[config.mk]
export PLATFORM = sky130hd
export DESIGN_NAME = fpu_addsub_param
export DESIGN_NICKNAME = d
export VERILOG_FILES = /design/src/rtl/fpu_addsub_param.sv
export SDC_FILE = /design/constraint.sdc
export NUM_CORES = 1
export LEC_CHECK = 0
export BUFFER_PORTS_ARGS = -buffer_cell sky130_fd_sc_hd__buf_2
export CAP_MARGIN = 0
export CORE_ASPECT_RATIO = 1.25
export CORE_MARGIN = 2
export CORE_UTILIZATION = 55
export DETAILED_ROUTE_END_ITERATION = 7
export HOLD_SLACK_MARGIN = 0.02
export PLACE_DENSITY = 0.75
export SLEW_MARGIN = 20
export SYNTH_ARGS = -nofsm -noshare
export SYNTH_HDL_FRONTEND = slang
export SYNTH_SLANG_ARGS = --single-unit
export TNS_END_PERCENT = 30
[constraint.sdc]
create_clock -name clk -period 5.9 [get_ports clk]
set_clock_uncertainty 0.15 [all_clocks]
set_input_delay 1.18 -clock clk [delete_from_list [all_inputs] [get_ports clk]]
set_output_delay 1.18 -clock clk [all_outputs]
set_load 0.02 [all_outputs]
[src/rtl/fpu_addsub_param.sv]
// fpu_addsub_param
//   Sign-magnitude floating-point adder/subtractor with parametrised
//   exponent/mantissa widths. Alignment and normalisation run one bit per
//   clock. Value = (-1)^s * m * 2^(e-(MAN_W-1)); m[MAN_W-1] is the explicit
//   leading one, m == 0 encodes zero.
//
// Ports
//   clk              rising-edge clock
//   reset_n          asynchronous active-low reset
//   start, sub       operation request (sampled in IDLE), 1 = a-b
//   a_s/a_e/a_m      operand a sign / exponent (two's complement) / mantissa
//   b_s/b_e/b_m      operand b sign / exponent / mantissa
//   res_s/res_e/res_m  result, held until the next done
//   busy             operation in flight
//   done             one-cycle pulse when results and flags update
//   ovf/unf          exponent overflow / underflow of the last result
module fpu_addsub_param #(
    parameter int EXP_W = 7,
    parameter int MAN_W = 15
) (
    input  logic             clk,
    input  logic             reset_n,
    input  logic             start,
    input  logic             sub,
    input  logic             a_s,
    input  logic [EXP_W-1:0] a_e,
    input  logic [MAN_W-1:0] a_m,
    input  logic             b_s,
    input  logic [EXP_W-1:0] b_e,
    input  logic [MAN_W-1:0] b_m,
    output logic             res_s,
    output logic [EXP_W-1:0] res_e,
    output logic [MAN_W-1:0] res_m,
    output logic             busy,
    output logic             done,
    output logic             ovf,
    output logic             unf
);

    localparam logic [2:0] S_IDLE  = 3'd0;
    localparam logic [2:0] S_ALIGN = 3'd1;
    localparam logic [2:0] S_ADD   = 3'd2;
    localparam logic [2:0] S_NORM  = 3'd3;
    localparam logic [2:0] S_DONE  = 3'd4;

    localparam int                     FLUSH_D = MAN_W + 2;
    localparam logic signed [EXP_W:0]  EXP_MAX = (EXP_W+1)'(2**(EXP_W-1) - 1);
    localparam logic signed [EXP_W:0]  EXP_MIN = (EXP_W+1)'(-(2**(EXP_W-1)));
    localparam logic signed [EXP_W:0]  EXP_ONE = (EXP_W+1)'(1);
    localparam logic        [EXP_W:0]  D_ONE   = (EXP_W+1)'(1);

    typedef struct packed {
        logic             ovf;
        logic             unf;
        logic             s;
        logic [EXP_W-1:0] e;
        logic [MAN_W-1:0] m;
    } res_t;

    // Final packing: zero canonicalisation plus saturation on overflow and
    // flush-to-+0 on underflow.
    function automatic res_t range_check(input logic zero, input logic s,
                                         input logic signed [EXP_W:0] e,
                                         input logic [MAN_W-1:0] m);
        res_t r;
        r = '0;
        if (zero) begin
            r = '0;
        end else if (e > EXP_MAX) begin
            r.ovf = 1'b1;
            r.s   = s;
            r.e   = EXP_MAX[EXP_W-1:0];
            r.m   = '1;
        end else if (e < EXP_MIN) begin
            r.unf = 1'b1;
        end else begin
            r.s = s;
            r.e = e[EXP_W-1:0];
            r.m = m;
        end
        return r;
    endfunction

    // control / output registers (reset)
    logic [2:0]       state_q, state_d;
    logic             busy_q, busy_d;
    logic             done_q, done_d;
    res_t             res_q, res_d;

    // datapath registers (no reset)
    logic             eff_sub_q, eff_sub_d;
    logic             sgn_q, sgn_d;
    logic             zero_q, zero_d;
    logic [MAN_W-1:0] big_m_q, big_m_d;
    logic [MAN_W-1:0] small_m_q, small_m_d;
    logic [MAN_W:0]   acc_q, acc_d;
    logic signed [EXP_W:0] exp_q, exp_d;
    logic [EXP_W:0]   d_q, d_d;

    logic signed [EXP_W:0] a_ext, b_ext, diff;
    logic             b_eff_s, a_zero, b_zero, a_big;
    logic [MAN_W:0]   sum;

    assign a_ext   = {a_e[EXP_W-1], a_e};
    assign b_ext   = {b_e[EXP_W-1], b_e};
    assign b_eff_s = b_s ^ sub;
    assign a_zero  = (a_m == '0);
    assign b_zero  = (b_m == '0);
    // Ties go to a; an exact tie under subtraction yields a zero sum anyway.
    assign a_big   = (a_ext > b_ext) || ((a_ext == b_ext) && (a_m >= b_m));
    assign diff    = a_big ? (a_ext - b_ext) : (b_ext - a_ext);
    // Magnitude ordering guarantees big >= small, so the difference never wraps.
    assign sum     = eff_sub_q ? ({1'b0, big_m_q} - {1'b0, small_m_q})
                               : ({1'b0, big_m_q} + {1'b0, small_m_q});

    always_comb begin
        state_d   = state_q;
        busy_d    = busy_q;
        done_d    = 1'b0;
        res_d     = res_q;
        eff_sub_d = eff_sub_q;
        sgn_d     = sgn_q;
        zero_d    = zero_q;
        big_m_d   = big_m_q;
        small_m_d = small_m_q;
        acc_d     = acc_q;
        exp_d     = exp_q;
        d_d       = d_q;

        case (state_q)
            S_IDLE: begin
                if (start) begin
                    busy_d = 1'b1;
                    if (a_zero || b_zero) begin
                        // Pass the nonzero operand straight through.
                        zero_d  = a_zero && b_zero;
                        sgn_d   = a_zero ? b_eff_s : a_s;
                        exp_d   = a_zero ? b_ext : a_ext;
                        acc_d   = a_zero ? {1'b0, b_m} : {1'b0, a_m};
                        state_d = S_DONE;
                    end else begin
                        zero_d    = 1'b0;
                        eff_sub_d = a_s ^ b_eff_s;
                        sgn_d     = a_big ? a_s : b_eff_s;
                        big_m_d   = a_big ? a_m : b_m;
                        small_m_d = a_big ? b_m : a_m;
                        exp_d     = a_big ? a_ext : b_ext;
                        d_d       = diff;
                        state_d   = (diff != '0) ? S_ALIGN : S_ADD;
                    end
                end
            end
            S_ALIGN: begin
                // A shift distance beyond the mantissa plus guard room clears
                // small in one go rather than walking it out bit by bit.
                if (32'(d_q) >= 32'(FLUSH_D)) begin
                    small_m_d = '0;
                    d_d       = '0;
                    state_d   = S_ADD;
                end else begin
                    small_m_d = small_m_q >> 1;
                    d_d       = d_q - D_ONE;
                    if (d_q == D_ONE) state_d = S_ADD;
                end
            end
            S_ADD: begin
                acc_d = sum;
                if (sum == '0) begin
                    zero_d  = 1'b1;
                    state_d = S_DONE;
                end else if (sum[MAN_W] || !sum[MAN_W-1]) begin
                    state_d = S_NORM;
                end else begin
                    state_d = S_DONE;
                end
            end
            S_NORM: begin
                if (acc_q[MAN_W]) begin
                    acc_d   = acc_q >> 1;
                    exp_d   = exp_q + EXP_ONE;
                    state_d = S_DONE;
                end else begin
                    acc_d = acc_q << 1;
                    exp_d = exp_q - EXP_ONE;
                    // The bit about to become the leading one ends the walk.
                    if (acc_q[MAN_W-2]) state_d = S_DONE;
                end
            end
            S_DONE: begin
                res_d   = range_check(zero_q, sgn_q, exp_q, acc_q[MAN_W-1:0]);
                done_d  = 1'b1;
                busy_d  = 1'b0;
                state_d = S_IDLE;
            end
            default: begin
                state_d = S_IDLE;
                busy_d  = 1'b0;
            end
        endcase
    end

    always_ff @(posedge clk or negedge reset_n) begin
        if (!reset_n) begin
            state_q <= S_IDLE;
            busy_q  <= 1'b0;
            done_q  <= 1'b0;
            res_q   <= '0;
        end else begin
            state_q <= state_d;
            busy_q  <= busy_d;
            done_q  <= done_d;
            res_q   <= res_d;
        end
    end

    always_ff @(posedge clk) begin
        eff_sub_q <= eff_sub_d;
        sgn_q     <= sgn_d;
        zero_q    <= zero_d;
        big_m_q   <= big_m_d;
        small_m_q <= small_m_d;
        acc_q     <= acc_d;
        exp_q     <= exp_d;
        d_q       <= d_d;
    end

    assign res_s = res_q.s;
    assign res_e = res_q.e;
    assign res_m = res_q.m;
    assign ovf   = res_q.ovf;
    assign unf   = res_q.unf;
    assign busy  = busy_q;
    assign done  = done_q;

endmodule

**After elaboration in Yosys (flattened, before gate mapping)**

Index checks and enable logic that the tools add are counted.

- Register bits after elaboration: 95
- Bits in latches: 0
- RAM bits: 0
- ROM bits: 0
- Bits of input ports: 50
- Word-level logic and storage cells: 117
- Memories kept: 0

- Add/sub/neg operators: 7
- Multipliers: 0
- Divide/modulo/power cells: 0
- Magnitude comparators: 5
- Eq/ne operators: 12
- Shift-type cells: 0
- Muxes and demuxes: 49
- Bitwise operators: 4
- Reductions and logical operators: 24

Operators by type and width:

| kind | number |
|---|---|
| 15-bit two-way mux | 5 |
| 8-bit two-way mux | 9 |
| 16-bit two-way mux | 4 |
| 16-bit case mux with 3 select lines | 1 |
| 23-bit two-way mux | 2 |
| 8-bit case mux with 2 select lines | 2 |
| 15-bit zero test | 2 |
| 15-bit case mux with 2 select lines | 1 |
| 25-bit two-way mux | 1 |
| 3-bit two-way mux | 8 |
| 15-bit by 15-bit adder with 16-bit output | 1 |
| 16-bit zero test | 1 |
| 15-bit by 15-bit subtractor with 16-bit output | 1 |
| 7-bit by 7-bit subtractor with 8-bit output | 2 |
| 15-bit greater-or-equal comparator | 1 |
| 3-bit AND reduction | 5 |
| 14-bit two-way mux | 1 |
| 3-bit case mux with 4 select lines | 1 |
| 1-bit two-way mux | 11 |
| 8-bit by 2-bit adder with 8-bit output (second input constant) | 1 |
| 8-bit by 1-bit equality test with 1-bit output (second input constant) | 1 |
| 8-bit by 5-bit greater-or-equal comparator with 1-bit output (second input constant) | 1 |
| 8-bit by 7-bit greater-than comparator with 1-bit output (second input constant) | 1 |
| 8-bit by 7-bit < comparator with 1-bit output (second input constant) | 1 |
| 22 further kinds | 37 |

**Logic depth before layout (Yosys ltp)**

- Word-level depth: 9
- Gate-level depth with buffers: 17
- Mapped depth without buffers: 17

**Worst setup path after synthesis**

Ideal clock, no wire load.

- Kind: input to register
- Start: in a_e[6]
- End: reg state_q[0]
- Library setup time: 0.124 ns
- Data arrival time: 3.866 ns
- Data required time: 5.626 ns
- Setup slack: 1.761 ns
- Stages on the path: 12
- Buffers on the path: 0
- Path through: inv_1 > ha_1 > or3b_1 > a21o_1 > a21oi_2 > a31oi_1 > a21oi_4 > mux2i_1 > xor2_1 > nand4_1 > or4_1 > a211o_1

- Longest elaborated chain between the ends: 9

RTL lines:

| element | RTL line | source |
|---|---|---|
| from (decl) | 26 | `input logic [EXP_W-1:0] a_e,` |
| parallel branches: the longest is 3 deep, another holds 7-bit greater-than comparator | -- |  |
| 8-bit two-way mux (*) | 111 | `assign diff = a_big ? (a_ext - b_ext) : (b_ext - a_ext);` |
| 8-bit nonzero test (*) | 149 | `state_d = (diff != '0) ? S_ALIGN : S_ADD;` |
| 2-bit two-way mux (*) | 149 |  |
| 3-bit two-way mux (*) | 134 | `if (a_zero \|\| b_zero) begin` |
| 3-bit two-way mux (*) | 132 | `if (start) begin` |
| 3-bit case mux with 4 select lines (*) | 130 | `case (state_q)` |
| to (signal assigned) | 209 | `state_q <= state_d;` |
| to (decl) | 85 | `logic [2:0] state_q, state_d;` |

Mark *: on every way between the ends. The select of a mux whose other input is x is not followed.
A chain may end at the register's enable or synchronous reset.

**Worst setup path in the final report**

- Start: reg small_m_q[3]
- End: reg state_q[0]

- Longest elaborated chain between the ends: 7

RTL lines:

| element | RTL line | source |
|---|---|---|
| from (decl) | 95 | `logic [MAN_W-1:0] small_m_q, small_m_d;` |
| from (signal assigned) | 221 | `small_m_q <= small_m_d;` |
| 15-bit by 15-bit adder with 16-bit output / 15-bit by 15-bit subtractor with 16-bit output (equally long branches) | 114, 113 |  |
| 16-bit two-way mux (*) | 113 | `assign sum = eff_sub_q ? ({1'b0, big_m_q} - {1'b0, small_m_q})` |
| 1-bit zero test | 171 | `end else if (sum[MAN_W] \|\| !sum[MAN_W-1]) begin` |
| 1-bit logical OR | 171 |  |
| 3-bit two-way mux | 171 |  |
| 3-bit two-way mux (*) | 168 | `if (sum == '0) begin` |
| 3-bit case mux with 4 select lines (*) | 130 |  |

Mark *: on every way between the ends. The rest lies on a longest branch, timed or not.

==> impl_metrics.ini <==
[outcome]
outcome = finished, final reports clean

[global_route]
globalRoute.busiestLayer = met2
global_route.usage.met3 = 0.03571
first_pass_grt_wire_length_um = 28070
antenna_found_initial = 0
global_route.overflow_total = 0
track_usage = 0.2567
gr-usage-met2 = 0.4368
grt_max_degree = 46
grt.met1_usage = 0.3350
first_global_vias = 5743

[place]
post-dp-hpwl_um = 13510
port_buffers = 76
globalplace.congestion = 0.9535

[sta]
final_period_minus_worst_setup_slack_ns = 4.557
timing.final.max_slew_violations = 0
max_clock_freq_mhz = 219.4
hold_viol_final = 0
finalSetupViolations = 0
rsz0062_at_grt = no
max_slew.worst_pin.slew_ns = 0.9023
timing.final.crit_share = 0.7724
timing.setup.tns_ns = 0
relSlewSlack = 0.3970

[yosys]
synth-seq-area-share = 0.3830
synth.largest_area_cell = edfxtp_1
synth.lib_cells_used.distinct = 60
synth_edf_count = 65
post_synth_instance_area_sq_mm = 0.007057
ys_ff_latch = 95
synth_nets = 886
synth_cells = 779
post-synth-top-area-fraction = 0.2766
avgSynthCellArea_sq_um = 9.059
synth-warning-count = 0
yosys_most_used_dff = edfxtp_1
post_synth_main_area_contributors = edfxtp_1, dfrtp_1, ha_1, a21oi_1, o21ai_0
asyncSetResetFlopFracSynth = 0.3158

[power]
internal_power_mw = 2.337
clock_power_share = 0.139
netSwitchingPower_mw = 1.954
cellLeakagePower_nw = 3.398
vdd_drop_max_uv = 239.5
pwr-share-seq = 0.315
power.density_cell_area_mw_per_mm2 = 545.7
combinationalPowerShare = 0.546
switching_share = 0.4554
total_power_of_the_final_layout_mw = 4.290

[clock_network]
postCtsHoldBufs = 0
htreeDepth = 3
clkSlewWorstSetupHoldPaths_ns = 0.07
cts_root_buffer = clkbuf_16
cts.path.max_buffers = 2
worstSkewPairLatency_ns = 0.35
cts_setup_buffers = 0
clock_sink_count = 95
cts_resized = 0
clock_tree_from_tritoncts = built
tritoncts.num_buffers = 9

[routing]
route.vias.total = 6050
detail_route.first_pass.iterations = 5
detail_route.vias_per_cell = 6.020
route.detailed.wl_per_inst_um = 17.17
detail_route.iter0.violations = 320
detail_route.wirelength_um = 17250
route.antenna.remaining_nets = 0
drt_drc_violations_left = 0

[die]
coreArea_sq_mm = 0.01260
die_area_sq_mm = 0.01376
number_of_i_o_pins = 77
std_cell_rows = 46
starting_density_of_the_core = 0.5599
dieHeight_um = 130.6
dieWidth_um = 105.3

[layout]
commonest_non_fill_non_tap_cell_in_the_layout = a21oi_1
post_route_cells_drive_above_1_share = 0.1529
num-fill-cells = 1055
layout.cells.most_common_list = a21oi_1, buf_2, nand2_1
antenna-diode-count = 0
syn_to_final_growth_pct = 11.40
layout_net_count = 939

[setup_path]
startpoint_type = register
cp-end-kind = register
cp_data_arrival_time_ns = 4.64
cp.required_ns = 5.98
crit_fanout = 7
critPathKind = reg -> reg

[worst_hold_path]
worst_hold_path_type = reg -> reg

[flow_run]
maxCapViolations = 0
-- cell usage after synthesis, drive strengths merged, types with 2 or more instances --
master   instances
nand2           72
a311oi           2
a21o            15
nor3            15
nor3b            2
xor2            15
a21oi           88
dfrtp           30
edfxtp          65
a21boi           2
buf              4
clkbuf          36
or2              2
nor4            11
nand3b           5
o211ai          12
inv             56
or3b             2
nand2b           6
o41ai            3
fa               4
o2111ai          2
mux2i           27
nor2            52
o21bai           4
a211o            3
a31oi            8
nand4            6
a211oi           3
a41oi            3
mux2            17
ha              53
nand3           12
a2111oi          6
o21ai           71
xnor2           27
o31ai            2
or3              3
and3             2
and2             2
or4              4
nor2b            8
o22ai            7
o21a             2
and4             2
-- metal layers --
metal | wire length [um] | vias to the layer above
met5 | 0 | -
met4 | 406 | 0
met3 | 962 | 32
met2 | 8317 | 203
met1 | 7567 | 2875
li1 | - | 2940
-- final timing paths --
kind                                   startpoint                endpoint  slack (ns)  depth (start not counted)
max reg2reg                small_m_q[3]$_DFFE_PP_  state_q[0]$_DFFE_PN0P_        1.34                         16
min in group asynchronous                 reset_n    res_e[1]$_DFFE_PN0P_        0.69                          1
min reg2reg                  res_m[6]$_DFFE_PN0P_    res_m[6]$_DFFE_PN0P_        0.33                          2
min                          res_m[6]$_DFFE_PN0P_    res_m[6]$_DFFE_PN0P_        0.33                          2
max                        small_m_q[3]$_DFFE_PP_  state_q[0]$_DFFE_PN0P_        1.34                         16
max in group asynchronous                 reset_n  state_q[0]$_DFFE_PN0P_        4.45                          1
-- state kept, by name, summed over array words and instances, names as in the netlist --
| register | flops |
|---|---|
| res_s | 1 |
| acc_q | 16 |
| busy | 1 |
| exp_q | 8 |
| state_q | 3 |
| small_m_q | 15 |
| res_m | 15 |
| unf | 1 |
| done | 1 |
| eff_sub_q | 1 |
| ovf | 1 |
| zero_q | 1 |
| res_e | 7 |
| big_m_q | 15 |
| d_q | 8 |
| sgn_q | 1 |
-- critical path, cell delays in order (launching register included) --
cell,delay (ns)
edfxtp_1,0.46
nor2_1,0.20
nor4b_1,0.27
buf_4,0.20
nor2_1,0.05
xnor2_1,0.15
ha_1,0.35
nor3b_1,0.17
a31oi_1,0.14
o21ai_0,0.11
a2111oi_0,0.59
nand4_1,0.21
or4_1,0.42
or3_1,0.34
a21boi_1,0.26
nor3_1,0.08
a211o_1,0.29
-- power groups by stage --
stage	Combinational, mW	Clock [mW]	Sequential [mW]
floorplan	1.75	0	1.33
CTS	2.33	0.599	1.35
finish	2.34	0.596	1.35
detailed placement	2.31	0	1.36
global placement	2.23	0	1.34
global route	2.60	0.629	1.39
-- cell type report --
class | count | area (sq um) | share of cell area
sequential | 95 | 2704 | 0.3439
inverter | 56 | 210.2 | 0.02674
timing repair buffer | 82 | 425.4 | 0.05411
clock buffer | 10 | 250.2 | 0.03183
tap | 168 | 210.2 | 0.02674
clock inverter | 6 | 57.56 | 0.007321
multi-input combinational | 588 | 4004 | 0.5093
-- kinds of logic after synthesis --
logic type	count (synthesis)	synth area share
AO/OA/AOI/OAI	237	0.2020
XOR/XNOR	42	0.05213
adder cells (fa/ha/maj)	57	0.1053
buffers and inverters	96	0.05177
flip-flops	95	0.3830
multiplexers	44	0.06543
AND/OR/NAND/NOR	208	0.1404
-- metrics by stage --
stage / setup slack (ns) / util / cells / area, sq um / hold WS [ns]
6_report: 1.343 / 0.6237 / 1005 / 7861 / 0.3277
5_1_grt: 1.056 / 0.6237 / 1005 / 7861 / 0.3429
4_1_cts: 1.396 / 0.6234 / 1005 / 7858 / 0.3329
3_5_place_dp: 1.316 / 0.5990 / 989 / 7550 / 0.3163
3_3_place_gp: 1.459 / 0.5988 / 989 / 7547 / 0.3073
2_1_floorplan: 1.761 / - / 779 / 7057 / 0.3310
Note: power is estimated with default switching activity, not from simulation.
